[config.mk]
export PLATFORM = sky130hd
export DESIGN_NAME = muldiv_sequencer
export DESIGN_NICKNAME = d
export VERILOG_FILES = /design/src/rtl/muldiv_sequencer.sv
export SDC_FILE = /design/constraint.sdc
export NUM_CORES = 1
export LEC_CHECK = 0
export CAP_MARGIN = 20
export CORE_ASPECT_RATIO = 1.1
export CORE_MARGIN = 3
export CORE_UTILIZATION = 63
export DETAILED_ROUTE_END_ITERATION = 10
export PLACE_DENSITY_LB_ADDON = 0.08
export SYNTH_ARGS = -nofsm -noshare
export SYNTH_HDL_FRONTEND = slang
export SYNTH_SLANG_ARGS = --single-unit
[constraint.sdc]
create_clock -name clk -period 7.14 [get_ports clk]
set_input_delay 1.428 -clock clk [delete_from_list [all_inputs] [get_ports clk]]
set_output_delay 1.428 -clock clk [all_outputs]
set_load 0.03 [all_outputs]
[src/rtl/muldiv_sequencer.sv]
// Iterative multiply/divide unit that owns the MIPS HI/LO registers.
// A MULT/MULTU/DIV/DIVU runs one bit per cycle on operand magnitudes.
// The sign is restored in a single FIX cycle, which also writes HI/LO back.
// stall_o holds a Decode-stage HI/LO consumer until the result is visible.
module muldiv_sequencer #(
    parameter int WIDTH = 32
) (
    input  logic             clk,
    input  logic             rst_n,
    input  logic             start_i,
    input  logic [1:0]       op_i,
    input  logic             flush_i,
    input  logic [WIDTH-1:0] srca_i,
    input  logic [WIDTH-1:0] srcb_i,
    input  logic             hilo_use_d,
    input  logic             mthi_i,
    input  logic             mtlo_i,
    input  logic [WIDTH-1:0] wdata_i,
    output logic [WIDTH-1:0] hi_o,
    output logic [WIDTH-1:0] lo_o,
    output logic             busy_o,
    output logic             done_o,
    output logic             stall_o
);

    localparam int CW = (WIDTH > 1) ? $clog2(WIDTH) : 1;

    typedef enum logic [1:0] {
        S_IDLE,
        S_RUN,
        S_FIX
    } state_t;

    state_t                 r_state;
    state_t                 w_next;

    // Operation context captured at launch
    logic                   r_is_div;
    logic                   r_sign_q;
    logic                   r_sign_r;
    logic                   r_div0;
    logic [CW-1:0]          r_count;
    // Multiply: r_opnd = |multiplicand|, r_acc = {partial product, multiplier}.
    // Divide:   r_opnd = |divisor|,      r_acc = {remainder, quotient}.
    logic [WIDTH-1:0]       r_opnd;
    logic [2*WIDTH-1:0]     r_acc;

    logic [WIDTH-1:0]       r_hi;
    logic [WIDTH-1:0]       r_lo;
    logic                   r_done;

    logic                   w_launch;
    logic                   w_signed;
    logic [WIDTH-1:0]       w_abs_a;
    logic [WIDTH-1:0]       w_abs_b;
    logic [WIDTH:0]         w_msum;
    logic [2*WIDTH-1:0]     w_mul_next;
    logic [WIDTH:0]         w_rem_sh;
    logic [WIDTH:0]         w_trial;
    logic [2*WIDTH-1:0]     w_div_next;
    logic [2*WIDTH-1:0]     w_prod;
    logic [WIDTH-1:0]       w_quot;
    logic [WIDTH-1:0]       w_rem;
    logic [WIDTH-1:0]       w_fix_hi;
    logic [WIDTH-1:0]       w_fix_lo;

    // Launch decode and operand magnitudes (signed ops only take |x|)
    assign w_launch = start_i & ~flush_i & (r_state == S_IDLE);
    assign w_signed = ~op_i[0];
    assign w_abs_a  = (w_signed & srca_i[WIDTH-1]) ? -srca_i : srca_i;
    assign w_abs_b  = (w_signed & srcb_i[WIDTH-1]) ? -srcb_i : srcb_i;

    // Shift-add step: conditionally add into the upper half, carry shifts in
    assign w_msum     = {1'b0, r_acc[2*WIDTH-1:WIDTH]}
                      + ({1'b0, r_opnd} & {(WIDTH+1){r_acc[0]}});
    assign w_mul_next = {w_msum, r_acc[WIDTH-1:1]};

    // Restoring divide step: the shifted remainder needs one extra bit
    assign w_rem_sh   = r_acc[2*WIDTH-1:WIDTH-1];
    assign w_trial    = w_rem_sh - {1'b0, r_opnd};
    assign w_div_next = {(w_trial[WIDTH] ? w_rem_sh[WIDTH-1:0] : w_trial[WIDTH-1:0]),
                         r_acc[WIDTH-2:0], ~w_trial[WIDTH]};

    // Sign fix. Divide by zero leaves the remainder equal to |srca|, so the
    // remainder sign fix alone restores srca; only LO needs forcing.
    assign w_prod   = r_sign_q ? -r_acc : r_acc;
    assign w_quot   = r_div0   ? {WIDTH{1'b1}}
                    : (r_sign_q ? -r_acc[WIDTH-1:0] : r_acc[WIDTH-1:0]);
    assign w_rem    = r_sign_r ? -r_acc[2*WIDTH-1:WIDTH] : r_acc[2*WIDTH-1:WIDTH];
    assign w_fix_hi = r_is_div ? w_rem  : w_prod[2*WIDTH-1:WIDTH];
    assign w_fix_lo = r_is_div ? w_quot : w_prod[WIDTH-1:0];

    // State register
    always_ff @(posedge clk or negedge rst_n) begin
        // NOTE: sequential state uses non-blocking assignments so every
        // register samples pre-edge values regardless of block ordering.
        if (!rst_n) r_state <= S_IDLE;
        else        r_state <= w_next;
    end

    // Next-state logic
    always_comb begin
        // NOTE: defaulting w_next first guarantees no latch on any path.
        w_next = r_state;
        case (r_state)
            S_IDLE:  if (start_i & ~flush_i) w_next = S_RUN;
            S_RUN:   if (r_count == CW'(WIDTH-1)) w_next = S_FIX;
            S_FIX:   w_next = S_IDLE;
            default: w_next = S_IDLE;
        endcase
    end

    // Iteration datapath: capture at launch, one bit per RUN cycle
    always_ff @(posedge clk or negedge rst_n) begin
        // NOTE: the datapath is reset too, so an aborted operation leaves no
        // stale context behind for the next launch.
        if (!rst_n) begin
            r_is_div <= 1'b0;
            r_sign_q <= 1'b0;
            r_sign_r <= 1'b0;
            r_div0   <= 1'b0;
            r_count  <= '0;
            r_opnd   <= '0;
            r_acc    <= '0;
        end else if (w_launch) begin
            r_is_div <= op_i[1];
            r_sign_q <= w_signed & (srca_i[WIDTH-1] ^ srcb_i[WIDTH-1]);
            r_sign_r <= w_signed & srca_i[WIDTH-1];
            r_div0   <= op_i[1] & (srcb_i == '0);
            r_count  <= '0;
            r_opnd   <= op_i[1] ? w_abs_b : w_abs_a;
            r_acc    <= {{WIDTH{1'b0}}, (op_i[1] ? w_abs_a : w_abs_b)};
        end else if (r_state == S_RUN) begin
            r_acc    <= r_is_div ? w_div_next : w_mul_next;
            r_count  <= r_count + CW'(1);
        end
    end

    // HI/LO: MTHI/MTLO in any state, FIX write-back takes priority
    always_ff @(posedge clk or negedge rst_n) begin
        if (!rst_n) begin
            r_hi   <= '0;
            r_lo   <= '0;
            r_done <= 1'b0;
        end else begin
            if (mthi_i) r_hi <= wdata_i;
            if (mtlo_i) r_lo <= wdata_i;
            if (r_state == S_FIX) begin
                r_hi <= w_fix_hi;
                r_lo <= w_fix_lo;
            end
            r_done <= (r_state == S_FIX);
        end
    end

    assign hi_o    = r_hi;
    assign lo_o    = r_lo;
    assign done_o  = r_done;
    assign busy_o  = (r_state != S_IDLE);
    assign stall_o = hilo_use_d & (busy_o | (start_i & ~flush_i));

endmodule

==> out/results.tsv, run 1 <==
stage	metric	value	unit
job	max cap viols	0	
yosys	dominant synthesized flop cell	dfrtp_1	
grt	GRT Total Usage	0.377	
critical_path	cell mode on critical path	nand2_1	
power	sequential power share	0.227	
critical_path	Slowest cell on crit path	nor4_1	
drt	vias per cell	6.59	
timing	Final Hold Fails	0	
floorplanning	Initial Util	0.643	
floorplanning	Core ar.	0.0229	mm²
drt	DR WL/cell	21.8	µm
clock_network	clk sink count	172	
layout	share of layout cells above drive strength 1	0.0408	
floorplanning	Die X	152	µm
drt	number of nets with antenna violations after routing	0	
yosys	mux cell area share after synthesis	0.0893	
critical_path	crit path to	r_acc[30]	
critical_path	CP Launch Point	srca_i[3]	
yosys	count of cell types in the netlist	71	
yosys	Cells after Synth	1825	
clock_network	post_cts resized	0	
critical_path	slowest cell delay on critical path	0.63	ns
clock_network	Longest Clk Path Bufs	2	
drt	drt pass-1 iters	8	
power	leakage power	7.40	nW
drt	final wirelength	48800	µm
power	pwr/cell area	492	mW/mm²
critical_path	worst setup path category	in -> reg	
yosys	cells taking the most area after synthesis	dfrtp_1 29%, mux2i_1 8.6%, o21ai_0 6.7%, ha_1 5.9%, xor2_1 5.9%	
critical_path	crit-path cells	clkdlybuf4s50_1 -> nor4_1 -> and3_1 -> nand2_1 -> or4_1 -> o41ai_1 -> nand2_1 -> a21oi_1 -> xnor2_1 -> mux2i_1 -> a221oi_1	
clock_network	Setup Fix Bufs, Post-CTS	0	
clock_network	maximum level of the CTS H-tree	4	
critical_path	Reg2Reg Depth	14	
power	Cell Int Power	4.03	mW
power	Psw	4.42	mW
yosys	Adder-Cell Fraction of Synth Area	0.0621	
timing	Tightest Pin Transition	1.20	ns
timing	Rel. slew slack	0.198	
power	Comb power frac	0.656	
yosys	XOR/XNOR Fraction of Synth Area	0.105	
timing	max frequency	214	MHz
yosys	Mapped Area	0.0147	mm²
drt	Iter 0 DRT Violations	1800	
outcome	status	completed	
power	Peak supply drop	0.517	mV
drt	Remaining DRCs	0	
grt	global-route wire length before repair	76700	µm
timing	clock skew after layout	0.0156	ns
power	Sw Ratio	0.523	
critical_path	Worst EP arrival	5.03	ns
critical_path	CP Max Fanout	5	
layout	Nets	2100	
power	Total Power	8.46	mW
timing	Final Max Tran Viols	0	
grt	initial antenna violation count	0	
placed_design	hpwl dp	37000	µm
yosys	Commonest cells post-synth	202 x nand2_1, 196 x o21ai_0, 172 x dfrtp_1	
grt	largest net degree at the start of global routing	109	
yosys	register area share after synthesis	0.292	
clock_network	Worst-Skew Late Latency	0.45	ns
floorplanning	Std-Cell Rows	58	
yosys	post-synthesis simple-gate area fraction	0.176	
floorplanning	total die area	0.0253	mm²
critical_path	CP required	7.49	ns
timing	Final Critical Period	4.68	ns
critical_path	reg-to-reg endpoint	r_acc[52]	
floorplanning	die height	166	µm
placed_design	port bufs	171	
yosys	register bit total from synthesis	172	
clock_network	CTS Buf Count	17	
yosys	yosys warns	0	
timing	Setup Viol. Count Final	0	
critical_path	R2R setup slack	2.78	ns
timing	setup TNS	0	ns
drt	via count	14725	
placed_design	routability cong.	0.987	
layout	# fillers	1779	
yosys	Post-Syn Nets	2002	
clock_network	clock-pin slew on the worst setup and hold paths	0.08	ns
yosys	Synth Area in Compound Gates	0.234	
power	Clock power frac	0.117	
clock_network	Hold-fix buffers, CTS	0	
critical_path	crit path launch type	input port	
critical_path	reg-to-reg critical path startpoint	r_acc[31]	
layout	ant diodes	0	
grt	vias in the first global route	13989	
min_path	Hold Path Class	reg -> reg	
layout	area grow syn2layout	16.7	%
yosys	largest family of logic cells by synthesized area	compound AO/OA/AOI/OAI gates	
clock_network	CTS tree	yes	
yosys	Synth async-reset ratio	1.00	
grt	total gr overflow	0	
floorplanning	IO Count	172	
yosys	top-area cell type share of the netlist area	0.292	
yosys	Synth Area per Inst	8.08	µm²
yosys	EDFF count, synth	0	
timing	fin crit share	0.655	
critical_path	kind of end point of the critical path	flop	
yosys	Synth area leader	dfrtp_1	
timing	RSZ-0062 raised after global routing	false	
clock_network	clk root buf	clkbuf_16	
yosys	count leader, synth	nand2_1	
[final cells by class]
| type | count | area [µm²] | area share |
|---|---|---|---|
| clock inverter | 15 | 211 | 0.0123 |
| inverter | 56 | 210 | 0.0122 |
| sequential | 172 | 4310 | 0.250 |
| clock buffer | 17 | 425 | 0.0247 |
| tap | 300 | 375 | 0.0218 |
| multi-input combinational | 1492 | 9860 | 0.573 |
| timing repair buffer | 184 | 1820 | 0.106 |
[through the flow]
step           std cells   util  setup slack (ns)  hold WS, ns  instance area, µm²
2_1_floorplan       1825      -              3.03        0.449               14700
3_3_place_gp        2203  0.721              2.22        0.465               16500
3_5_place_dp        2203  0.721              2.10        0.477               16500
4_1_cts             2235  0.749              2.49        0.494               17200
5_1_grt             2236  0.750              2.12        0.521               17200
6_report            2236  0.750              2.46        0.490               17200
[logic make-up after synthesis]
group | count (synthesis)
AOI/OAI and AO/OA | 561
and+or+nand+nor | 552
xor gates and xnor gates | 176
DFF | 172
buffers and inverters | 161
muxes | 131
adders and majority gates | 72
[power groups by stage]
stage | clock network [mW] | registers [mW] | logic (mW)
floorplan | 0 | 1.70 | 4.05
global placement | 0 | 1.88 | 5.23
detailed placement | 0 | 1.89 | 5.34
CTS | 0.982 | 1.88 | 5.40
global route | 1.03 | 1.95 | 6.06
finish | 0.987 | 1.92 | 5.55
[critical path, delay by kind of cell]
kind / cells / cell delay, ns
multiplexers: 1 / 0.12
XOR/XNOR: 1 / 0.18
buffers and inverters: 1 / 0.47
AO/OA/AOI/OAI: 3 / 1.10
AND/OR/NAND/NOR: 5 / 1.73
[sequential cells by signal, summed over array words and instances, names as in the netlist]
name,count
r_acc,64
hi_o,32
lo_o,32
r_opnd,32
r_count,5
r_state,2
done_o,1
r_div0,1
r_is_div,1
r_sign_q,1
r_sign_r,1
[cell usage in the layout (no fill, tap or decap), types with 9 or more instances in the layout]
cell type,instances
dfrtp_1,171
nor2_1,146
a22oi_1,51
xnor2_1,76
o211ai_1,51
or4_1,15
nand2b_1,24
clkdlybuf4s50_1,167
o41ai_1,10
nor3_1,31
or3_1,19
a31oi_1,10
mux2i_1,126
ha_1,70
o21ai_0,196
nand3_1,23
clkbuf_16,17
buf_4,12
and3_1,12
o21a_1,10
xor2_1,100
nor2b_1,11
nand4_1,9
nand2_1,202
a21oi_1,126
inv_1,55
a21o_1,26
o31ai_1,18
nor4_1,22
[how the worst min path moves through the flow]
stage / from / end / slack (ns) / cells after the start
finish: r_opnd[9] / r_opnd[9] / 0.49 / 2
global route: r_opnd[9] / r_opnd[9] / 0.52 / 2
CTS: r_opnd[16] / r_opnd[16] / 0.49 / 2
detailed placement: r_opnd[16] / r_opnd[16] / 0.48 / 2
global placement: r_opnd[16] / r_opnd[16] / 0.46 / 2
floorplan: r_div0 / r_div0 / 0.45 / 2
[layer usage]
metal,track usage,part of all wire,vias up
li1,-,-,6801
met1,0.511,0.40,6926
met2,0.618,0.46,870
met3,0.0473,0.095,128
met4,0.149,0.042,0
met5,0,0,-
Note: power is estimated with default switching activity, not from simulation.
==> inputs of run 2 (changes only) <==
Settings changed: CORE_UTILIZATION 63 to 58.
Clock period 7.14 ns to 4.4 ns, I/O delays scaled along.
==> out/results.tsv, run 2 (synthesis results as in run 1) <==
stage	metric	value	unit
critical_path	reg-to-reg endpoint	r_acc[63]	
floorplanning	Core ar.	0.0248	mm²
clock_network	CTS tree	yes	
critical_path	kind of end point of the critical path	flop	
clock_network	post_cts resized	0	
floorplanning	Std-Cell Rows	60	
clock_network	Longest Clk Path Bufs	2	
timing	max frequency	249	MHz
timing	Rel. slew slack	0.333	
layout	final core occ	0.702	
grt	vias in the first global route	14071	
critical_path	Worst EP arrival	4.36	ns
job	max cap viols	0	
drt	vias per cell	6.49	
clock_network	Setup Fix Bufs, Post-CTS	0	
critical_path	R2R setup slack	0.38	ns
critical_path	CP Max Fanout	14	
timing	RSZ-0062 raised after global routing	false	
critical_path	CP required	4.74	ns
layout	commonest non-fill, non-tap cell in the layout	nand2_1	
clock_network	clk root buf	clkbuf_16	
outcome	status	completed	
drt	Met1 Wirelength	20000	µm
drt	number of nets with antenna violations after routing	0	
grt	GRT Total Usage	0.353	
drt	via count	14713	
timing	clock skew after layout	0.0205	ns
layout	share of layout cells above drive strength 1	0.0511	
critical_path	crit path to	r_acc[63]	
timing	Setup Viol. Count Final	0	
floorplanning	total die area	0.0274	mm²
timing	Final Max Tran Viols	0	
drt	wire length on met3	4130	µm
timing	fin crit share	0.914	
critical_path	crit path launch type	flop	
timing	setup TNS	0	ns
grt	total gr overflow	0	
critical_path	Reg2Reg Depth	15	
placed_design	port bufs	171	
critical_path	worst setup path category	reg -> reg	
clock_network	Hold-fix buffers, CTS	0	
layout	Finished Cell Area	0.0174	mm²
power	Peak supply drop	0.509	mV
power	leakage power	7.52	nW
layout	number of flip-flops in the largest register	64	
power	Total Power	13.8	mW
placed_design	Inst Count DP	2236	
placed_design	routability cong.	0.965	
placed_design	dpl cell area	0.0167	mm²
clock_network	CTS Buf Count	17	
timing	Final Critical Period	4.02	ns
grt	initial antenna violation count	1	
layout	area grow syn2layout	18.0	%
critical_path	reg-to-reg critical path startpoint	r_acc[0]	
layout	Biggest register	r_acc	
clock_network	maximum level of the CTS H-tree	4	
drt	Remaining DRCs	0	
timing	Final Hold Fails	0	
floorplanning	Initial Util	0.595	
critical_path	CP Launch Point	r_acc[0]	
layout	most frequent cells in the layout	202 x nand2_1, 196 x o21ai_0, 171 x dfrtp_1	
drt	DR WL/cell	21.5	µm
drt	drt pass-1 iters	5	
timing	Tightest Pin Transition	1.00	ns
grt	largest net degree at the start of global routing	77	
placed_design	hpwl dp	37600	µm
power	pwr/cell area	796	mW/mm²
drt	top sig layer	met4	
clock_network	clock-pin slew on the worst setup and hold paths	0.09	ns
floorplanning	IO Count	172	
drt	metal2 WL	22100	µm
clock_network	Worst-Skew Late Latency	0.45	ns
layout	ant diodes	0	
floorplanning	Die X	158	µm
layout	non-filler cells in the finished layout	2268	
floorplanning	die height	173	µm
drt	final wirelength	48800	µm
grt	global-route wire length before repair	76600	µm
drt	Iter 0 DRT Violations	1484	
clock_network	clk sink count	172	
min_path	Hold Path Class	in -> async	
layout	Nets	2122	
-- run 2: layout make-up --
type / count / area [µm²]
fill: 2041 / 7380
clock buffer: 17 / 425
sequential: 172 / 4310
inverter: 56 / 210
timing repair buffer: 206 / 1990
multi-input combinational: 1492 / 9860
clock inverter: 15 / 220
tap: 310 / 388
-- run 2: metrics by stage --
step | hold slack (ns) | worst slack [ns]
2_1_floorplan | 0.449 | 0.842
3_3_place_gp | 0.468 | 0.206
3_5_place_dp | 0.471 | 0.156
4_1_cts | 0.443 | 0.479
5_1_grt | 0.453 | 0.182
6_report | 0.415 | 0.378
-- run 2: metal layers --
metal / up-vias / track usage
met5: - / 0
met4: 0 / 0.170
met3: 121 / 0.0597
met2: 704 / 0.556
met1: 7028 / 0.472
li1: 6860 / -
-- run 2: worst max-delay path: stages (launching register included) --
cell	delay, ns
dfrtp_1	0.38
inv_1	0.37
nor2_1	0.11
ha_1	0.35
a21oi_1	0.29
and3b_1	0.24
a2111oi_0	0.10
buf_4	0.17
nor3b_1	0.38
o21ai_0	0.24
buf_4	0.20
a211o_1	0.28
a21o_1	0.19
a21oi_1	0.24
o211ai_1	0.14
a32o_1	0.25
-- run 2: worst min-delay path by stage --
stage                             to  slack [ns]  cells after the start
after global placement     r_opnd[5]        0.47                      2
final                        hi_o[9]        0.41                      1
after detailed placement  r_opnd[14]        0.47                      2
after global routing         hi_o[9]        0.45                      1
after CTS                    hi_o[9]        0.44                      1
after floorplan               r_div0        0.45                      2
-- run 2: report_power, final --
group	switching (mW)	internal [mW]	total, mW
logic	5.46	3.71	9.17
registers	0.878	2.15	3.03
clock network	0.841	0.802	1.64
total	7.18	6.66	13.8
